===== config.mk =====
export PLATFORM = sky130hd
export DESIGN_NAME = key_debounce_multi
export DESIGN_NICKNAME = d
export VERILOG_FILES = /design/src/rtl/key_pkg.sv /design/src/rtl/key_channel.sv /design/src/rtl/key_debounce_multi.sv
export SDC_FILE = /design/constraint.sdc
export NUM_CORES = 1
export LEC_CHECK = 0
export CAP_MARGIN = 20
export CORE_MARGIN = 2
export CORE_UTILIZATION = 30
export DETAILED_ROUTE_END_ITERATION = 16
export PLACE_DENSITY = 0.52
export SETUP_SLACK_MARGIN = 0.1
export SLEW_MARGIN = 30
export SYNTH_ARGS = -nofsm -noshare
export SYNTH_HDL_FRONTEND = slang
export SYNTH_SLANG_ARGS = --single-unit
export TNS_END_PERCENT = 100

===== constraint.sdc =====
create_clock -name clk -period 4.2 [get_ports clk]
set_input_delay 0.84 -clock clk [delete_from_list [all_inputs] [get_ports clk]]
set_output_delay 0.84 -clock clk [all_outputs]
set_load 0.03 [all_outputs]

===== src/rtl/key_pkg.sv =====
// Shared types and default timing for the multi-channel key conditioner.
package key_pkg;

  // Hold tracker states for one key channel
  typedef enum logic [1:0] {
    RELEASED = 2'd0,
    HELD     = 2'd1,
    REPEAT   = 2'd2
  } hold_state_t;

  // Default timing in clk cycles
  localparam int DEF_DEBOUNCE_CYCLES = 240_000;
  localparam int DEF_LONG_CYCLES     = 12_000_000;
  localparam int DEF_REPEAT_CYCLES   = 2_400_000;

  // Width of a counter that must hold values 0 .. n-1
  function automatic int cnt_width(input int n);
    return (n < 2) ? 1 : $clog2(n);
  endfunction

endpackage


===== src/rtl/key_channel.sv =====
// One key channel: 2-flop synchroniser, debounce filter, press/release pulses
// and the hold tracker that produces long-press and auto-repeat pulses.
module key_channel
  import key_pkg::*;
#(
  parameter int DEBOUNCE_CYCLES = DEF_DEBOUNCE_CYCLES,
  parameter int LONG_CYCLES     = DEF_LONG_CYCLES,
  parameter int REPEAT_CYCLES   = DEF_REPEAT_CYCLES,
  parameter bit REPEAT_EN       = 1'b1
) (
  input  logic clk,
  input  logic rst,
  input  logic key,
  output logic key_state,
  output logic key_press,
  output logic key_release,
  output logic key_long,
  output logic key_repeat
);

  localparam int DB_W     = cnt_width(DEBOUNCE_CYCLES);
  localparam int HOLD_MAX = (LONG_CYCLES > REPEAT_CYCLES) ? LONG_CYCLES : REPEAT_CYCLES;
  localparam int HOLD_W   = cnt_width(HOLD_MAX);

  localparam logic [DB_W-1:0]   DB_LAST   = DB_W'(DEBOUNCE_CYCLES - 1);
  localparam logic [HOLD_W-1:0] LONG_LAST = HOLD_W'(LONG_CYCLES - 1);
  localparam logic [HOLD_W-1:0] REP_LAST  = HOLD_W'(REPEAT_CYCLES - 1);

  logic              key_p0;
  logic              key_p1;
  logic              s;
  logic              differ;
  logic              accept;
  logic              acc_press;
  logic              acc_release;
  logic [DB_W-1:0]   db_cnt;

  hold_state_t       state_q;
  hold_state_t       state_d;
  logic [HOLD_W-1:0] hold_cnt;
  logic [HOLD_W-1:0] hold_cnt_d;
  logic              long_d;
  logic              repeat_d;

  // Synchroniser: pins idle high, so both flops reset to the released level
  always_ff @(posedge clk) begin
    if (!rst) begin
      key_p0 <= 1'b1;
      key_p1 <= 1'b1;
    end else begin
      key_p0 <= key;
      key_p1 <= key_p0;
    end
  end

  // Pins are active-low; everything past the synchroniser is active-high
  assign s           = ~key_p1;
  assign differ      = (s != key_state);
  assign accept      = differ && (db_cnt == DB_LAST);
  assign acc_press   = accept &&  s;
  assign acc_release = accept && !s;

  // Debounce filter: any sample matching the current level restarts the window
  always_ff @(posedge clk) begin
    if (!rst) begin
      db_cnt      <= '0;
      key_state   <= 1'b0;
      key_press   <= 1'b0;
      key_release <= 1'b0;
    end else begin
      if (!differ || accept) begin
        db_cnt <= '0;
      end else begin
        db_cnt <= db_cnt + DB_W'(1);
      end
      if (accept) begin
        key_state <= s;
      end
      key_press   <= acc_press;
      key_release <= acc_release;
    end
  end

  // Hold tracker state register
  always_ff @(posedge clk) begin
    if (!rst) begin
      state_q <= RELEASED;
    end else begin
      state_q <= state_d;
    end
  end

  // Hold tracker next state; a release always wins over long/repeat
  always_comb begin
    state_d = state_q;
    case (state_q)
      RELEASED: if (acc_press) state_d = HELD;
      HELD: begin
        if (acc_release) begin
          state_d = RELEASED;
        end else if (hold_cnt == LONG_LAST) begin
          state_d = REPEAT;
        end
      end
      REPEAT:   if (acc_release) state_d = RELEASED;
      default:  state_d = RELEASED;
    endcase
  end

  // Hold tracker outputs: counter update and long/repeat pulse requests
  always_comb begin
    hold_cnt_d = '0;
    long_d     = 1'b0;
    repeat_d   = 1'b0;
    case (state_q)
      HELD: begin
        if (!acc_release) begin
          if (hold_cnt == LONG_LAST) begin
            long_d = 1'b1;
          end else begin
            hold_cnt_d = hold_cnt + HOLD_W'(1);
          end
        end
      end
      REPEAT: begin
        if (!acc_release && REPEAT_EN) begin
          if (hold_cnt == REP_LAST) begin
            repeat_d = 1'b1;
          end else begin
            hold_cnt_d = hold_cnt + HOLD_W'(1);
          end
        end
      end
      default: hold_cnt_d = '0;
    endcase
  end

  // Registered hold counter and long/repeat pulses
  always_ff @(posedge clk) begin
    if (!rst) begin
      hold_cnt   <= '0;
      key_long   <= 1'b0;
      key_repeat <= 1'b0;
    end else begin
      hold_cnt   <= hold_cnt_d;
      key_long   <= long_d;
      key_repeat <= repeat_d;
    end
  end

endmodule


===== src/rtl/key_debounce_multi.sv =====
// N-channel push-button conditioner between active-low key pins and the
// code-lock control logic. Channels are independent copies of key_channel.
module key_debounce_multi
  import key_pkg::*;
#(
  parameter int N               = 2,
  parameter int DEBOUNCE_CYCLES = DEF_DEBOUNCE_CYCLES,
  parameter int LONG_CYCLES     = DEF_LONG_CYCLES,
  parameter int REPEAT_CYCLES   = DEF_REPEAT_CYCLES,
  parameter bit REPEAT_EN       = 1'b1
) (
  input  logic         clk,
  input  logic         rst,
  input  logic [N-1:0] key,
  output logic [N-1:0] key_state,
  output logic [N-1:0] key_press,
  output logic [N-1:0] key_release,
  output logic [N-1:0] key_long,
  output logic [N-1:0] key_repeat
);

  for (genvar i = 0; i < N; i++) begin : g_ch
    key_channel #(
      .DEBOUNCE_CYCLES (DEBOUNCE_CYCLES),
      .LONG_CYCLES     (LONG_CYCLES),
      .REPEAT_CYCLES   (REPEAT_CYCLES),
      .REPEAT_EN       (REPEAT_EN)
    ) u_ch (
      .clk         (clk),
      .rst         (rst),
      .key         (key[i]),
      .key_state   (key_state[i]),
      .key_press   (key_press[i]),
      .key_release (key_release[i]),
      .key_long    (key_long[i]),
      .key_repeat  (key_repeat[i])
    );
  end

endmodule


==> summary.txt <==
Synthesis
  – Ys Warns: 0
  – Post-Synthesis Cell Area: 4705 sq um
  – Synthesized flop and latch total: 102
  – Ys flop type: dfxtp_1
  – Number of synthesized flops with an enable pin: 0
  – Post-synthesis sequential area ratio: 0.4340
  – Synth unique cells: 55
  – Mapped Nets: approximately 550
  – Post-Synthesis Cells: about 530
  – Ys async rst share: 0
  – Average size of a mapped cell: about 8.8 sq um

Timing
  – Max Fclk: 379.2 MHz
  – Setup tns final: 0 ns
  – Unrepaired setup endpoints after global routing: no
  – # setup viols final: 0
  – Fin. max-slew vios: 0
  – Slew headroom: 0.4657
  – Worst Skew: ~0.0087 ns
  – Hold Fails Final Rpt: 0
  – Final min period: 2.637 ns
  – Least-Margin Pin Slew: 0.7949 ns
  – Fin crit share: 0.6279

Routing
  – Routed WL: roughly 8800 microns
  – Via-to-Cell Ratio: 4.635
  – DRT antenna net count: 0
  – Detailed Routing Iterations Pass 1: 4
  – Routed vias: 3,476
  – Initial DRC Count: 162
  – DR WL/cell: 11.78 microns
  – Residual DRC count: 0

Power and ir drop
  – Logic pwr share: 0.009
  – Leak: 1.610 nW
  – PnR Total Power: 0.001822 W
  – Sw Pwr: 0.0003703 W
  – Switching share of power: 0.2033
  – Sequential Power Share: 0.533
  – PD cells: roughly 350 nW/um^2
  – Clock share of power: 0.458
  – Maximum VDD drop: 0.0001758 V
  – Internal power: 0.001451 W

GRT
  – Largest net degree at the start of global routing: 25
  – Total GRT Usage: 0.1142
  – First-pass GRT wire length: 15,150 microns
  – Vias in the first global route: 3,340
  – Initial antenna violation count: 0
  – Total grt overflow: 0

Worst setup path
  – Crit path kind: input port to register
  – Critical path, cell by cell: clkdlybuf4s50_1 -> inv_1 -> a31oi_1 -> o211ai_4 -> nor2_1
  – Worst Path Required: 4.48 ns
  – Crit path max fanout: 24
  – Slowest cell delay on critical path: 0.85 ns
  – CP startpoint kind: input port
  – Slowest CP cell: clkdlybuf4s50_1
  – CP Capture Type: register
  – Worst path arrival time: 2.91 ns

Clocking
  – CTS Sinks: between 100 and 150
  – CTS H-tree depth: 3
  – Root buffer cell: clkbuf_16
  – Reg clk slew, reported paths: 0.07 ns
  – CTS tree: built
  – Post-CTS setup buffers: 0
  – Clock latency on the worst-skew pair: 0.35 ns
  – Cts-stage hold buffer count: 0
  – CTS resizes: 0
  – Clk buf depth: 2
  – CTS Buf Count: 9

Final layout
  – Fin nets: 548
  – Ratio of cells with drive above 1 in the final layout: 0.06679
  – Syn-to-layout area delta: 11.65%
  – Most common cell after layout, fill and taps aside: nor2_1
  – # fillers: 1,535
  – Final Cell Area: roughly 5300 sq um
  – Antenna cells: 0
  – Most frequent cells in the layout: nor2_1, dfxtp_1, xor2_1, nand3_1, nand2_1

Floorplanning
  – Num ports: 14
  – Starting Density: 0.3083
  – Die W: 129.2 microns
  – Die Y: 129.2 microns
  – Num rows: between 40 and 50
  – Die area: 16,700 sq um
  – Core box area: between 15,000 and 20,000 sq um

Placement
  – GPL Wtd Cong: between 0.7 and 0.8
  – DPL Wire Length: 6253 microns
  – # port buffers: 13
  – Placed Area: 4943 sq um

Worst hold path
  – HP Class: register to register

Job
  – Max-Cap Viols: 0

Outcome
  – Outcome: complete, no violations
## path summary, 6_finish.rpt
path / start / to / slack [ns] / depth (start not counted)
worst max-delay path: rst / g_ch[0].u_ch.hold_cnt[14] / 1.56 / 5
worst max register to register: g_ch[0].u_ch.db_cnt[0] / g_ch[0].u_ch.db_cnt[10] / 1.87 / 6
worst min-delay path: g_ch[0].u_ch.key_p0 / g_ch[0].u_ch.key_p1 / 0.42 / 1
worst min register to register: g_ch[0].u_ch.key_p0 / g_ch[0].u_ch.key_p1 / 0.42 / 1
## final cells by class
class                      count  area [sq um]  share of cell area
clock buffer                  10         239.0             0.04550
inverter                      16         60.06             0.01143
tap                          211         264.0             0.05026
clock inverter                 6         61.31             0.01167
sequential                   102          2042              0.3888
multi-input combinational    392          2456              0.4676
timing repair buffer          13         130.1             0.02477
## worst max-delay path, delay by kind of cell
kind | cells | cell delay, ns
simple gates | 1 | 0.19
buf+inv | 2 | 1.03
compound gates | 2 | 0.85
## cells in the mapped netlist (3+ instances only)
cell type,number,share of area
nor2_1,108,0.086
dfxtp_1,102,0.43
xor2_1,43,0.080
nand3_1,38,0.040
nand2_1,37,0.030
xnor2_1,33,0.061
nand4_1,20,0.027
inv_1,16,0.013
nor3_1,16,0.017
and3_1,12,0.016
buf_4,11,0.018
ha_1,10,0.027
nor4_1,7,0.0093
clkbuf_1,5,0.0040
and4_1,4,0.0074
buf_2,4,0.0043
nand2b_1,4,0.0053
o31a_1,4,0.0074
or3_1,4,0.0053
and2_1,3,0.0040
and4_2,3,0.0064
buf_6,3,0.0072
nor4b_1,3,0.0056
or4_1,3,0.0048
## state kept, by name, indices dropped and copies added, names as in the netlist
| register | count |
|---|---|
| g_ch.u_ch.key_p0 | 2 |
| g_ch.u_ch.key_p1 | 2 |
| g_ch.u_ch.db_cnt | 36 |
| g_ch.u_ch.key_state | 2 |
| g_ch.u_ch.hold_cnt | 48 |
| g_ch.u_ch.key_repeat | 2 |
| g_ch.u_ch.key_release | 2 |
| g_ch.u_ch.state_q | 4 |
| g_ch.u_ch.key_press | 2 |
| g_ch.u_ch.key_long | 2 |
## power by group through the flow
stage                     clock network, W  logic (W)  registers [W]
after floorplan                          0  0.0000116       0.000992
after global placement                   0  0.0000155       0.000993
after detailed placement                 0  0.0000164       0.000993
after CTS                         0.000870  0.0000165       0.000970
after global routing              0.000902  0.0000187       0.000970
final                             0.000834  0.0000164       0.000971
## through the flow
step	utilization	setup slack, ns	cells	hold slack, ns
5_1_grt	0.3442	1.344	750	0.4713
4_1_cts	0.3437	1.546	750	0.4213
3_3_place_gp	0.3240	1.374	734	0.3953
3_5_place_dp	0.3240	1.189	734	0.4030
6_report	0.3442	1.563	750	0.4169
2_1_floorplan	-	2.200	533	0.3863
## per-layer routing
| layer | vias to the layer above | part of all wire | global-route usage |
|---|---|---|---|
| met2 | 29 | 0.46 | 0.1895 |
| met3 | 12 | 0.024 | 0.02973 |
| met1 | 1618 | 0.49 | 0.1383 |
| met4 | 0 | 0.020 | 0.05371 |
| met5 | - | 0 | 0 |
| li1 | 1817 | - | - |
## kinds of logic (layout without fill, tap and decap cells)
group,after synthesis,in the layout,share of synthesized area
fa+ha+maj,10,10,0.02660
xor+xnor,76,76,0.1415
compound gates,25,25,0.04654
flops,102,102,0.4340
simple gates,281,281,0.3056
buf+inv,39,45,0.04575
(Power assumes the default switching activity.)
